### src/rtl/sar_pkg.sv
// sar_pkg: shared FSM state type and default configuration for the SAR controller
package sar_pkg;
  localparam int SAR_N_BITS = 16;
  localparam int SAR_SAMPLE_CYCLES = 2;
  localparam int SAR_SETTLE_CYCLES = 1;
  typedef enum logic [2:0] {
    ST_IDLE,
    ST_SAMPLE,
    ST_SETTLE,
    ST_COMPARE,
    ST_WAIT,
    ST_DONE
  } sar_state_t;
endpackage

### src/rtl/sar_timer.sv
// sar_timer: loadable down-counter with zero flag, shared by sample and settle phases
// Ports: clk, rst_n (async active-low), load/load_val (reload), zero (count reached 0)
module sar_timer #(
  parameter int W = 2
) (
  input  logic         clk,
  input  logic         rst_n,
  input  logic         load,
  input  logic [W-1:0] load_val,
  output logic         zero
);
  logic [W-1:0] cnt;
  always_ff @(posedge clk or negedge rst_n) begin
    if (!rst_n) cnt <= '0;
    else if (load) cnt <= load_val;
    else if (cnt != '0) cnt <= cnt - 1'b1;
  end
  assign zero = cnt == '0;
endmodule

### src/rtl/sar_logic.sv
// sar_logic: successive-approximation controller driving the SAR capacitor DAC
// Ports: start/cfg_invert_n request a conversion; comp_req/comp_valid/comp_out talk to the
// comparator; sample, dac_state and dac_drive_invert feed the capacitor driver;
// busy/done/result report conversion status and the last completed code.
module sar_logic
  import sar_pkg::*;
#(
  parameter int N_BITS = SAR_N_BITS,
  parameter int SAMPLE_CYCLES = SAR_SAMPLE_CYCLES,
  parameter int SETTLE_CYCLES = SAR_SETTLE_CYCLES
) (
  input  logic              clk,
  input  logic              rst_n,
  input  logic              start,
  input  logic              cfg_invert_n,
  input  logic              comp_valid,
  input  logic              comp_out,
  output logic              sample,
  output logic              comp_req,
  output logic [N_BITS-1:0] dac_state,
  output logic              dac_drive_invert,
  output logic              busy,
  output logic              done,
  output logic [N_BITS-1:0] result
);
  localparam int KW = $clog2(N_BITS);
  localparam int TMAX = SAMPLE_CYCLES > SETTLE_CYCLES ? SAMPLE_CYCLES : SETTLE_CYCLES;
  localparam int TW = $clog2(TMAX + 1);
  // timer counts down to zero, so a phase of C cycles is loaded with C-1
  localparam logic [TW-1:0] SAMPLE_LD = TW'(SAMPLE_CYCLES - 1);
  localparam logic [TW-1:0] SETTLE_LD = TW'(SETTLE_CYCLES > 0 ? SETTLE_CYCLES - 1 : 0);
  // with no settle time the DAC update goes straight to the comparator request
  localparam sar_state_t AFTER_DAC = SETTLE_CYCLES > 0 ? ST_SETTLE : ST_COMPARE;

  sar_state_t state, state_nxt;
  logic [KW-1:0] k;
  logic tmr_load, tmr_zero;
  logic [TW-1:0] tmr_val;
  logic accept, sample_end, bit_done, last;

  assign accept = state == ST_IDLE && start;
  assign sample_end = state == ST_SAMPLE && tmr_zero;
  assign bit_done = state == ST_WAIT && comp_valid;
  assign last = k == '0;

  sar_timer #(.W(TW)) u_timer (
    .clk     (clk),
    .rst_n   (rst_n),
    .load    (tmr_load),
    .load_val(tmr_val),
    .zero    (tmr_zero)
  );

  always_ff @(posedge clk or negedge rst_n) begin
    if (!rst_n) state <= ST_IDLE;
    else state <= state_nxt;
  end

  always_comb begin
    state_nxt = state;
    tmr_load = 1'b0;
    tmr_val = SETTLE_LD;
    case (state)
      ST_IDLE: begin
        state_nxt = start ? ST_SAMPLE : ST_IDLE;
        tmr_load = start;
        tmr_val = SAMPLE_LD;
      end
      ST_SAMPLE: begin
        state_nxt = tmr_zero ? AFTER_DAC : ST_SAMPLE;
        tmr_load = tmr_zero;
      end
      ST_SETTLE: state_nxt = tmr_zero ? ST_COMPARE : ST_SETTLE;
      ST_COMPARE: state_nxt = ST_WAIT;
      ST_WAIT: begin
        state_nxt = !comp_valid ? ST_WAIT : last ? ST_DONE : AFTER_DAC;
        tmr_load = comp_valid && !last;
      end
      ST_DONE: state_nxt = ST_IDLE;
      default: state_nxt = ST_IDLE;
    endcase
  end

  always_ff @(posedge clk or negedge rst_n) begin
    if (!rst_n) begin
      dac_state <= '0;
      dac_drive_invert <= 1'b1;
      k <= '0;
      result <= '0;
    end else if (accept) begin
      dac_state <= '0;
      dac_drive_invert <= cfg_invert_n;
    end else if (sample_end) begin
      dac_state[N_BITS-1] <= 1'b1;
      k <= KW'(N_BITS - 1);
    end else if (bit_done) begin
      dac_state[k] <= comp_out;
      if (!last) begin
        dac_state[k - 1'b1] <= 1'b1;
        k <= k - 1'b1;
      end else begin
        result <= {dac_state[N_BITS-1:1], comp_out};
      end
    end
  end

  assign sample = state == ST_SAMPLE;
  assign comp_req = state == ST_COMPARE;
  assign busy = state != ST_IDLE;
  assign done = state == ST_DONE;
endmodule
### config.mk
export PLATFORM = sky130hd
export DESIGN_NAME = sar_logic
export DESIGN_NICKNAME = d
export VERILOG_FILES = /design/src/rtl/sar_pkg.sv /design/src/rtl/sar_timer.sv /design/src/rtl/sar_logic.sv
export SDC_FILE = /design/constraint.sdc
export NUM_CORES = 1
export LEC_CHECK = 0
export CAP_MARGIN = 15
export CORE_MARGIN = 5
export CORE_UTILIZATION = 55
export DETAILED_ROUTE_END_ITERATION = 7
export GPL_TIMING_DRIVEN = 0
export PLACE_DENSITY_LB_ADDON = 0.25
export SYNTH_ARGS = -nofsm -noshare
export SYNTH_HDL_FRONTEND = slang
export SYNTH_SLANG_ARGS = --single-unit
### constraint.sdc
create_clock -name clk -period 4.4 [get_ports clk]
set_input_delay 0.44 -clock clk [delete_from_list [all_inputs] [get_ports clk]]
set_output_delay 0.44 -clock clk [all_outputs]
set_load 0.01 [all_outputs]
== After elaboration in Yosys (flattened, before gate mapping) ==
Index checks and enable logic that the tools add are counted.

* Bits of input ports: 6
* Bits in registers: 42
* Output and inout port bits: 37
* Word-level logic and storage cells: 65

* Bitwise gates (word level): 3
* $add $sub $neg: 2
* Order comparisons: 4
* Reductions and logical operators: 19
* Equal/unequal tests: 7
* Muxes and demuxes: 23

{| class="wikitable"
|+ Operator list
! operator !! number
|-
| 2-to-1 mux 16 bit || 3
|-
| bitwise mux 16 bit || 1
|-
| bitwise OR 16 bit || 1
|-
| 2-to-1 mux 15 bit || 1
|-
| case mux 3 bit (5 select lines) || 1
|-
| 2-to-1 mux 4 bit || 3
|-
| less-than comparator 4 x 5 -> 1 bit (second input constant) || 2
|-
| demux 1 bit (select 4 bit) || 2
|-
| greater-or-equal comparator 4 x 1 -> 1 bit (second input constant) || 2
|-
| nonzero test 2 bit || 4
|-
| == test 3 x 2 -> 1 bit (second input constant) || 2
|-
| == test 3 bit (second input constant) || 2
|-
| logical AND 1 bit || 6
|-
| 2-to-1 mux 1 bit || 6
|-
| 2-to-1 mux 2 bit || 3
|-
| 2-to-1 mux 3 bit || 2
|-
| nonzero test 3 bit || 2
|-
| zero test 4 bit || 1
|-
| inequality test 2 bit (second input constant) || 2
|-
| AND reduction 4 bit || 1
|-
| subtractor 4 x 1 -> 4 bit (second input constant) || 1
|-
| == test 3 x 1 -> 1 bit (second input constant) || 1
|-
| zero test 3 bit || 1
|-
| case mux 1 bit (3 select lines) || 1
|-
| other kinds (6) || 7
|}

== Depth between registers and ports, before layout ==
Gate-level depths: netlist of run 1.

* Word-level depth: 10
* Depth in mapped cells: 7
* Mapped depth without buffers: 6

== Hierarchy ==
Synthesis of run 1 repeated with hierarchy kept, for this count alone.

* Cell total of the unflattened synthesis: 217
* Area total of the unflattened synthesis: 2409.8 um^2

{| class="wikitable"
|+ By module, submodules not included
! module !! area an instance (um^2) !! cells each !! times used !! sequential area each (um^2)
|-
| sar_logic || 2296.0 || 205 || 1 || 1002.2
|-
| sar_timer || 113.9 || 12 || 1 || 50.0
|}

== Worst setup path after synthesis of run 1 ==
OpenSTA, ideal clock, no wires.

* Kind: register -> register
* Start point: register k[0]
* End point: register dac_state[15]
* Setup time: 0.118 ns
* Arrival time: 1.637 ns
* Slack: 2.645 ns
* Buffers on the path: 1
* Stages on the path, launching flop included: 7
* Path through: dfrtp_1 -> ha_1 -> clkbuf_1 -> nand3_1 -> mux2_2 -> a221o_1 -> a21o_1

* Longest elaborated chain between the ends: 10
* Elaborated cells on any way between the ends: 18

{| class="wikitable"
|+ RTL lines
! what !! RTL line !! RTL
|-
| start: declaration || sar_logic.sv:36 || <nowiki>logic [KW-1:0] k;</nowiki>
|-
| start signal: assignment || sar_logic.sv:95 || <nowiki>k <= KW'(N_BITS - 1);</nowiki>
|-
| start signal: assignment || sar_logic.sv:100 || <nowiki>k <= k - 1'b1;</nowiki>
|-
| subtractor 4 x 1 -> 4 bit (tied with other cells) || sar_logic.sv:99 || <nowiki>dac_state[k - 1'b1] <= 1'b1;</nowiki>
|-
| less-than comparator 4 x 5 -> 1 bit (implied by the code) (tied with other cells) || sar_logic.sv:99 ||
|-
| logical AND 1 bit (implied by the code) / 2-to-1 mux 1 bit (equally long branches) || sar_logic.sv:99, sar_logic.sv:97 ||
|-
| 2-to-1 mux 1 bit (implied by the code) / demux 1 bit (select 4 bit) (equally long branches) || sar_logic.sv:99, sar_logic.sv:97 ||
|-
| demux 1 bit (select 4 bit) / bitwise mux 16 bit (equally long branches) || sar_logic.sv:99, sar_logic.sv:97 ||
|-
| bitwise OR 16 bit (no source line) || n/a ||
|-
| 2-to-1 mux 16 bit (*) || sar_logic.sv:98 || <nowiki>if (!last) begin</nowiki>
|-
| 2-to-1 mux 16 bit (*) || sar_logic.sv:96 || <nowiki>end else if (bit_done) begin</nowiki>
|-
| 2-to-1 mux 1 bit (*) || sar_logic.sv:93 || <nowiki>end else if (sample_end) begin</nowiki>
|-
| 2-to-1 mux 16 bit (*) || sar_logic.sv:90 || <nowiki>end else if (accept) begin</nowiki>
|-
| end signal: indexed assignment || sar_logic.sv:97 || <nowiki>dac_state[k] <= comp_out;</nowiki>
|-
| end: declaration || sar_logic.sv:20 || <nowiki>output logic [N_BITS-1:0] dac_state,</nowiki>
|}

Every way passes the cells marked *; elsewhere a longest branch is shown, timed or not. The select of a mux whose other input is x is not followed.
A chain may end at the register's enable or synchronous reset.

== Worst setup path in the final report of run 1 ==
* Start point: register state[1]
* End point: output port sample

* Longest elaborated chain between the ends: 1

{| class="wikitable"
|+ RTL lines
! what !! RTL line !! RTL
|-
| start: declaration || sar_logic.sv:35 || <nowiki>sar_state_t state, state_nxt;</nowiki>
|-
| start signal: assignment || sar_logic.sv:56 || <nowiki>else state <= state_nxt;</nowiki>
|-
| == test 3 x 1 -> 1 bit || sar_logic.sv:107 || <nowiki>assign sample = state == ST_SAMPLE;</nowiki>
|-
| end: declaration || sar_logic.sv:18 || <nowiki>output logic sample,</nowiki>
|}

Every way passes these cells.

==> results by group, run 1 <==
Place
  • Placed wire-length estimate: between 3000 and 4000 um
  • Area after DPL: between 2000 and 3000 um^2
  • PortBufs: 42
  • GP Congestion: 0.883
  • Cell count after placement: between 300 and 400
  • Pre-CTS setup slack: 2.18 ns

Routing
  • Iter 0 DRT Violations: 150
  • Router iterations before antenna repair: 4
  • Met1 wire length: roughly 2200 um
  • Post-DR wirelength/cell: 16.5 um
  • Final ANT Viol Nets: 0
  • Routed WL: slightly above 5000 um
  • Top Metal Used: met4
  • DRC viols: 0
  • DR vias: roughly 1,900
  • Via-to-Cell Ratio: 6.06
  • WL met2: around 2500 um
  • DR WL met3: around 390 um

Clock network
  • TritonCTS clock tree: built
  • Post-CTS Setup Bufs: 0
  • Inserted Clock Buffers: 5
  • Clock sink count: 42
  • Root buf cell: clkbuf_8
  • Clk Latency, worst-skew pair: between 0.2 and 0.3 ns
  • Max Buffers Root-to-Sink: 2
  • Cts repair resizes: 0
  • CTS clock-pin slew for the worst setup and hold paths: around 0.080 ns
  • H-tree Lvls: 2
  • CTS Hold Buffers Added: 0

Synthesis
  • Synth Instances: between 200 and 250
  • Commonest cells in the synthesized netlist: dfrtp_1, nand3_1, o21ai_0
  • Synthesized Nets: about 220
  • Top-count cell post-synth: dfrtp_1
  • Most used DFF post-synth: dfrtp_1
  • Post-synth EDFFs: 0
  • Sequential element share of the synthesized area: between 40% and 50%
  • Yosys reg bits: 42
  • Syn Area/Cell: 10.7 um^2
  • Mapped cell area: approximately 2200 um^2
  • Synth area leaders: dfrtp_1, mux2_2, mux2_4, nand3_1, ha_1
  • Area leader, netlist: dfrtp_1
  • Post-synth ARST share: 100%
  • Synth warn: 0
  • Post-synthesis cell type count: 48
  • Post-synth top area share: between 40% and 50%

STA
  • Tmin final: between 2 and 2.5 ns
  • Final Max Tran Viols: 0
  • Final setup fails: 0
  • FMAX: just over 0.4 GHz
  • Setup Skew: 0.00696 ns
  • Setup_tns: 0 ns
  • Fin. Hold Viols: 0
  • Worst setup margin: 1.99 ns
  • Slew headroom: 66.3%
  • Unrepaired setup endpoints after global routing: false
  • Fin crit share: between 50 and 60%
  • Slew @ Worst Pin: just over 0.5 ns

Power
  • Pwr Density: between 400 and 500 nW/um^2
  • Worst vdd ir: 0.299 mV
  • Leak: 1.28 nW

Setup path
  • Worst path required time: just under 4 ns
  • Worst Setup Path Type: reg -> out
  • Crit path max fanout: 10
  • CP max-delay cell: clkdlybuf4s50_1
  • Setup crit end kind: primary output
  • Critical Path Max Stage Delay: between 0.6 and 0.7 ns
  • Startpoint types: flip-flop
  • CP arrival: between 1.5 and 2 ns
  • Crit-path cells: clkbuf_1, nor3b_1, clkdlybuf4s50_1

Global routing
  • Grt ovf: 0
  • GRT Resource Usage Total: 20.6%
  • Number of global-route vias before repair: roughly 1,800
  • Initial antenna violation count: 0
  • Largest net degree at the start of global routing: 24
  • First-pass GRT wire length: 8670 um

Flow run
  • Max-cap viol count: 0

Floorplan
  • Core area: a little under 4000 um^2
  • Die area: roughly 5500 um^2
  • Initial Util: a little under three fifths
  • Die Wd: between 70 and 80 um
  • I/O pin cnt: between 40 and 50
  • Std cell rows: 23
  • Die H: roughly 74 um

Layout
  • Layout Cells excl Fill: about 310
  • Layout cells sized above 1: between 10 and 15%
  • Final Util: a little under three quarters
  • Fill count: ~290
  • Nets: 273
  • Final instance area: between 2000 and 3000 um^2
  • Diode count: 0
  • Synthesis-to-finish area growth: 27.2%

Outcome
  • Outcome: completed

Worst hold path
  • Hold/Removal Path Class: in -> async
-- final cells by class --
| cell class | instances | area (um^2) | area share (%) |
|---|---|---|---|
| Inverter | 7 | 26.3 | 0.919 |
| Timing Repair Buffer | 43 | 443 | 15.5 |
| Multi-Input combinational cell | 145 | 1090 | 38.0 |
| Clock buffer | 7 | 76.3 | 2.67 |
| Tap cell | 50 | 62.6 | 2.19 |
| Buffer | 17 | 82.6 | 2.89 |
| Clock inverter | 1 | 30.0 | 1.05 |
| Sequential cell | 42 | 1050 | 36.8 |
-- worst max-delay path, delay by kind of cell (launching register included) --
family | cells | cell delay (ns)
buffers and inverters | 2 | 0.84
flip-flops | 1 | 0.38
AND/OR/NAND/NOR | 1 | 0.45
-- registers in the layout, indices dropped and copies added (netlist names) --
name and count:
u_timer.cnt 2, dac_drive_invert 1, result 16, dac_state 16
state 3, k 4
-- path summary, 6_finish.rpt --
kind	start	endpoint	slack (ns)	depth (start not counted)
min in group clk	result[0]$_DFFE_PN0P_	result[0]$_DFFE_PN0P_	0.50	2
worst min register to register	result[0]$_DFFE_PN0P_	result[0]$_DFFE_PN0P_	0.50	2
worst max register to register	k[0]$_DFFE_PN0P_	dac_state[12]$_DFFE_PN0P_	2.30	7
max in group asynchronous	rst_n	dac_state[13]$_DFFE_PN0P_	3.82	2
worst max-delay path	state[1]$_DFF_PN0_	sample	1.99	3
worst min-delay path	rst_n	result[9]$_DFFE_PN0P_	0.11	1
-- logic make-up after synthesis --
logic type	share of synthesized area (%)
flops	46.8
xor+xnor	0.390
mux	12.4
simple gates	14.4
compound gates	17.8
buf+inv	4.84
fa+ha+maj	3.34
-- placed cells by master, fill, tap and decap left out, types with 2 or more instances in the layout --
| cell type | count |
|---|---|
| a21oi_1 | 10 |
| a221o_1 | 4 |
| a22o_1 | 3 |
| a22oi_1 | 3 |
| a2bb2oi_1 | 2 |
| and3_1 | 2 |
| and3b_1 | 3 |
| buf_2 | 7 |
| clkbuf_1 | 11 |
| clkbuf_8 | 5 |
| clkdlybuf4s50_1 | 41 |
| dfrtp_1 | 41 |
| ha_1 | 6 |
| inv_1 | 7 |
| mux2_2 | 11 |
| mux2_4 | 7 |
| mux2i_1 | 5 |
| nand2_1 | 11 |
| nand2b_1 | 2 |
| nand3_1 | 16 |
| nand4_1 | 2 |
| nor2_1 | 11 |
| nor2b_1 | 3 |
| nor3_1 | 2 |
| o211ai_1 | 3 |
| o21ai_0 | 12 |
| o221ai_1 | 6 |
| o311ai_0 | 2 |
-- where the power goes --
group | internal [mW] | leakage, nW | switching, mW
registers | 0.447 | 0.555 | 0.0435
logic | 0.254 | 0.673 | 0.322
clock network | 0.170 | 0.0524 | 0.125
-- metrics by stage --
| stage | hold WS [ns] | total power [mW] |
|---|---|---|
| floorplan | 0.144 | 0.878 |
| global placement | 0.465 | 1.05 |
| detailed placement | 0.435 | 1.06 |
| CTS | 0.118 | 1.36 |
| global route | 0.141 | 1.46 |
| finish | 0.106 | 1.36 |
-- layer usage --
metal	global-route usage [%]	vias up
met5	0	-
met4	7.24	0
met3	4.65	14
met2	32.8	89
met1	27.7	900
li1	-	887
Power figures use the tool's default switching activity.
==> run 2: changes to the inputs <==
--- a/config.mk
+++ b/config.mk
@@ -7,7 +7,7 @@
 export LEC_CHECK = 0
 export CAP_MARGIN = 15
 export CORE_MARGIN = 5
-export CORE_UTILIZATION = 55
+export CORE_UTILIZATION = 52
 export DETAILED_ROUTE_END_ITERATION = 7
 export GPL_TIMING_DRIVEN = 0
 export PLACE_DENSITY_LB_ADDON = 0.25
==> constraint.sdc (replaced) <==
create_clock -name clk -period 2.36 [get_ports clk]
set_input_delay 0.236 -clock clk [delete_from_list [all_inputs] [get_ports clk]]
set_output_delay 0.236 -clock clk [all_outputs]
set_load 0.01 [all_outputs]
==> run 2 against run 1 <==
  * Critical path type unchanged
  * Via count down 1.1%
  * Die area up 5.0%
  * Cell count up 0.96%
  * Highest routed layer unchanged
  * Critical endpoint unchanged
==> results by group, run 2 (synthesis results as in run 1) <==
Clock network
  • Clock sink count: between 40 and 50
  • Clk Latency, worst-skew pair: 0.30 ns
  • H-tree Lvls: 2
  • Max Buffers Root-to-Sink: 2
  • Inserted Clock Buffers: 5
  • CTS clock-pin slew for the worst setup and hold paths: 0.09 ns
  • Post-CTS Setup Bufs: 0
  • TritonCTS clock tree: built
  • Root buf cell: clkbuf_8

Global routing
  • Largest net degree at the start of global routing: 23
  • Initial antenna violation count: 0
  • Grt ovf: 0
  • First-pass GRT wire length: 8850 um
  • Number of global-route vias before repair: between 1,500 and 2,000
  • GRT Resource Usage Total: between 20% and 30%

Floorplan
  • I/O pin cnt: between 40 and 50
  • Initial Util: about 53%
  • Core area: 4260 um^2
  • Die area: 5740 um^2
  • Die Wd: 75.7 um
  • Std cell rows: 24
  • Die H: ~76 um

Setup path
  • Reg-to-reg slack, setup: between 0.2 and 0.3 ns
  • Worst Setup Path Type: reg -> out
  • Critical Path Max Stage Delay: between 0.6 and 0.7 ns
  • Setup crit end kind: primary output
  • Crit-path cells: clkbuf_1, nor3b_1, clkdlybuf4s50_1
  • CP arrival: 1.94 ns
  • Worst path required time: 2.12 ns
  • Crit path max fanout: 10
  • CP max-delay cell: clkdlybuf4s50_1
  • Startpoint types: flip-flop

Routing
  • Post-DR wirelength/cell: 16.6 um
  • Router iterations before antenna repair: 4
  • DRC viols: 0
  • Via-to-Cell Ratio: ~6
  • DR vias: 1,869
  • Routed WL: roughly 5200 um
  • Iter 0 DRT Violations: 109
  • Final ANT Viol Nets: 0

STA
  • Final Max Tran Viols: 0
  • Worst setup margin: ~0.18 ns
  • Slew @ Worst Pin: 0.525 ns
  • FMAX: around 0.46 GHz
  • Fin Hold WS: about 0.44 ns
  • Unrepaired setup endpoints after global routing: false
  • Setup Skew: between 0.008 and 0.009 ns
  • Final setup fails: 0
  • Tmin final: around 2.2 ns
  • Slew headroom: 65.0%
  • Fin. Hold Viols: 0
  • Fin crit share: roughly 92%

Power
  • Leak: around 1.3 nW
  • Pwr Density: between 900 and 1000 nW/um^2
  • Worst vdd ir: roughly 0.49 mV

Place
  • PortBufs: 42
  • Cell count after placement: 306
  • GP Congestion: ~0.94
  • Pre-CTS setup slack: about 0.23 ns
  • Area after DPL: roughly 2800 um^2
  • Placed wire-length estimate: around 3700 um

Layout
  • Fill count: approximately 340
  • Diode count: 0
  • Nets: between 200 and 300
  • Layout cells sized above 1: 14.8%
  • Synthesis-to-finish area growth: 29.2%
  • Final instance area: between 2000 and 3000 um^2
  • Top flop regs: dac_state: 16 flops, result: 16 flops, k: 4 flops
  • Layout Cells excl Fill: 315
  • Commonest non-fill, non-tap cells in the layout: dfrtp_1, clkdlybuf4s50_1, nand3_1

Worst hold path
  • Hold/Removal Path Class: in -> async

Outcome
  • Outcome: completed

Flow run
  • Max-cap viol count: 0
==> run 2: cell types whose count changed in the layout (fill, tap and decap cells not counted) <==
cell / previous run / this run
a21boi_0: 1 / 0
a21boi_1: 0 / 1
bufinv_16: 1 / 2
clkbuf_1: 11 / 9
clkinv_4: 0 / 1
dlygate4sd3_1: 0 / 1
==> run 2: worst paths after layout <==
kind,cells past startpoint,start,to
worst min register to register,2,result[0]$_DFFE_PN0P_,result[0]$_DFFE_PN0P_
max in group asynchronous,3,rst_n,dac_drive_invert$_DFFE_PN1N_
worst min-delay path,2,rst_n,result[10]$_DFFE_PN0P_
worst max register to register,7,k[0]$_DFFE_PN0P_,dac_state[12]$_DFFE_PN0P_
worst max-delay path,3,state[1]$_DFF_PN0_,sample
min in group clk,2,result[0]$_DFFE_PN0P_,result[0]$_DFFE_PN0P_
==> run 2: stage by stage <==
stage / TNS, ns / util (%) / total power [mW]
floorplan: 0 / - / 1.64
global placement: -0.911 / 64.1 / 1.96
CTS: 0 / 68.1 / 2.68
global route: 0 / 68.1 / 2.87
finish: 0 / 68.1 / 2.67
detailed placement: 0 / 64.6 / 1.99
==> run 2: cell type report <==
class | count | area, um^2 | area share [%]
clock buffer | 5 | 68.8 | 2.37
clock inverter | 3 | 68.8 | 2.37
timing repair buffer | 44 | 453 | 15.6
sequential | 42 | 1050 | 36.3
tap | 52 | 65.1 | 2.24
multi-input combinational | 145 | 1090 | 37.4
buffer | 17 | 82.6 | 2.84
inverter | 7 | 26.3 | 0.905
==> run 2: worst max-delay path, delay by kind of cell, from the launching register on <==
family | cells | cell delay (ns)
flip-flops | 1 | 0.38
AND/OR/NAND/NOR | 1 | 0.44
buffers and inverters | 2 | 0.83
==> run 2: repair_timing <==
action	CTS	global route
gates resized for setup	0	1
endpoints found under the hold margin	20	0
endpoints found under the setup margin	0	4
hold buffers	1	0
==> run 2: routing by layer <==
| layer | vias up | routed length (um) | track usage, % |
|---|---|---|---|
| met5 | - | 0 | 0 |
| met4 | 0 | 136 | 8.35 |
| met3 | 12 | 331 | 4.22 |
| met2 | 69 | 2520 | 33.7 |
| met1 | 897 | 2240 | 26.4 |
| li1 | 891 | - | - |
==> run 2: report_power, final <==
part	internal [mW]	switching (mW)
registers	0.833	0.0789
clock network	0.424	0.262
logic	0.474	0.601
==> run 3: changes to the inputs <==
--- a/config.mk
+++ b/config.mk
@@ -6,7 +6,7 @@
 export NUM_CORES = 1
 export LEC_CHECK = 0
 export CAP_MARGIN = 15
-export CORE_MARGIN = 5
+export CORE_MARGIN = 2
 export CORE_UTILIZATION = 52
 export DETAILED_ROUTE_END_ITERATION = 7
 export GPL_TIMING_DRIVEN = 0
==> run 3 against run 2 <==
  * Non-clock buffer count did not move
  * Combinational power barely moved
  * Largest power group unchanged
  * Sequential share of layout area rose by 0.91 points
  * Critical endpoint unchanged
  * Sequential cell count did not move
==> results by group, run 3 (synthesis results as in run 1) <==
STA
  • Fin Hold WS: between 0.3 and 0.4 ns
  • Final Max Tran Viols: 0
  • Fin crit share: between 90 and 100%
  • Setup Skew: around 0.003 ns
  • Final setup fails: 0
  • FMAX: roughly 0.46 GHz
  • Tmin final: about 2.2 ns
  • Setup_tns: 0 ns
  • Slew @ Worst Pin: roughly 0.56 ns
  • Fin. Hold Viols: 0
  • Worst setup margin: around 0.19 ns
  • Unrepaired setup endpoints after global routing: false
  • Slew headroom: 62.3%

Clock network
  • TritonCTS clock tree: built
  • Clock sink count: 42
  • Max Buffers Root-to-Sink: 2
  • Inserted Clock Buffers: 5
  • Clk Latency, worst-skew pair: roughly 0.3 ns
  • CTS clock-pin slew for the worst setup and hold paths: 0.07 ns
  • Root buf cell: clkbuf_8
  • H-tree Lvls: 2

Global routing
  • Grt ovf: 0
  • Initial antenna violation count: 0
  • GRT Resource Usage Total: 21.7%
  • First-pass GRT wire length: between 8000 and 9000 um
  • Number of global-route vias before repair: about 1,700
  • Largest net degree at the start of global routing: 27

Place
  • PortBufs: 42
  • GP Congestion: between 0.9 and 1
  • Pre-CTS setup slack: 0.159 ns
  • Placed wire-length estimate: 3530 um
  • Cell count after placement: slightly above 300
  • Area after DPL: roughly 2700 um^2

Layout
  • Synthesis-to-finish area growth: 26.0%
  • Nets: between 200 and 300
  • Final Util: about 69%
  • Diode count: 0
  • Layout cells sized above 1: a little over an eighth
  • Final instance area: between 2000 and 3000 um^2
  • Commonest non-fill, non-tap cells in the layout: dfrtp_1, clkdlybuf4s50_1, nand3_1
  • Top flop regs: dac_state: 16 flops, result: 16 flops, k: 4 flops
  • Layout Cells excl Fill: approximately 310

Setup path
  • Worst Setup Path Type: reg -> out
  • Worst path required time: around 2.1 ns
  • CP arrival: 1.94 ns
  • Setup crit end kind: primary output
  • Startpoint types: flip-flop
  • Crit path max fanout: 10

Flow run
  • Max-cap viol count: 0

Floorplan
  • I/O pin cnt: between 40 and 50
  • Die H: about 70 um
  • Std cell rows: 23
  • Core area: 4090 um^2
  • Initial Util: a little over half
  • Die Wd: roughly 70 um
  • Die area: approximately 4900 um^2

Power
  • Pwr Density: between 800 and 900 nW/um^2
  • Leak: between 1 and 1.5 nW
  • Worst vdd ir: 0.722 mV
  • Total power draw: 2.43 mW

Routing
  • Iter 0 DRT Violations: around 160
  • DR vias: 1,900
  • Routed WL: approximately 5000 um
  • Post-DR wirelength/cell: roughly 16 um
  • Router iterations before antenna repair: 4
  • DRC viols: 0
  • Via-to-Cell Ratio: about 6.1
  • Final ANT Viol Nets: 0

Outcome
  • Outcome: completed

Worst hold path
  • Hold/Removal Path Class: in -> async
[run 3: changes by cell type in the layout (fill, tap and decap cells not counted)]
cell       delta
buf_16        -1
clkinv_4      -1
clkbuf_1      +2
bufinv_16     -2
buf_12        +1
[run 3: timing repair]
action	CTS	global route
resized for setup	0	1
endpoints found under the setup margin	0	4
hold endpoints to repair	15	0
hold buffers	1	0
setup buffers	0	0
[run 3: power by group]
part	internal, mW	total, mW	switching, mW
Sequential	0.833	0.910	0.0772
Clock	0.204	0.440	0.236
Combinational	0.473	1.08	0.605
Total	1.51	2.43	0.918
[run 3: metal layers]
metal | track usage, % | routed length [um] | part of all wire (%) | vias to the layer above
met2 | 34.2 | 2420 | 48 | 72
met4 | 7.48 | 129 | 2.6 | 0
met1 | 29.3 | 2150 | 43 | 924
met5 | 0 | 0 | 0 | -
li1 | - | - | - | 889
met3 | 5.38 | 309 | 6.2 | 15
[run 3: area by class of cell]
class                           count  area [um^2]
Timing Repair Buffer               44          445
Fill cell                         308         1250
Inverter                            7         26.3
Sequential cell                    42         1050
Clock buffer                        7         76.3
Buffer                             17         82.6
Tap cell                           50         62.6
Multi-Input combinational cell    145         1090
[run 3: worst paths after layout]
kind                                            start                         to  slack, ns  cells after the start
worst max-delay path               state[1]$_DFF_PN0_                     sample       0.19                      3
worst min-delay path                            rst_n      result[0]$_DFFE_PN0P_       0.40                      2
worst max register to register       k[0]$_DFFE_PN0P_  dac_state[12]$_DFFE_PN0P_       0.27                      7
worst min register to register  result[5]$_DFFE_PN0P_      result[5]$_DFFE_PN0P_       0.50                      1
max in group asynchronous                       rst_n     result[13]$_DFFE_PN0P_       1.50                      3
min in group clk                result[5]$_DFFE_PN0P_      result[5]$_DFFE_PN0P_       0.50                      1
[run 3: critical path: stages, from the launching register on]
cell	delay, ns
dfrtp_1	0.38
clkbuf_1	0.19
nor3b_1	0.45
clkdlybuf4s50_1	0.63
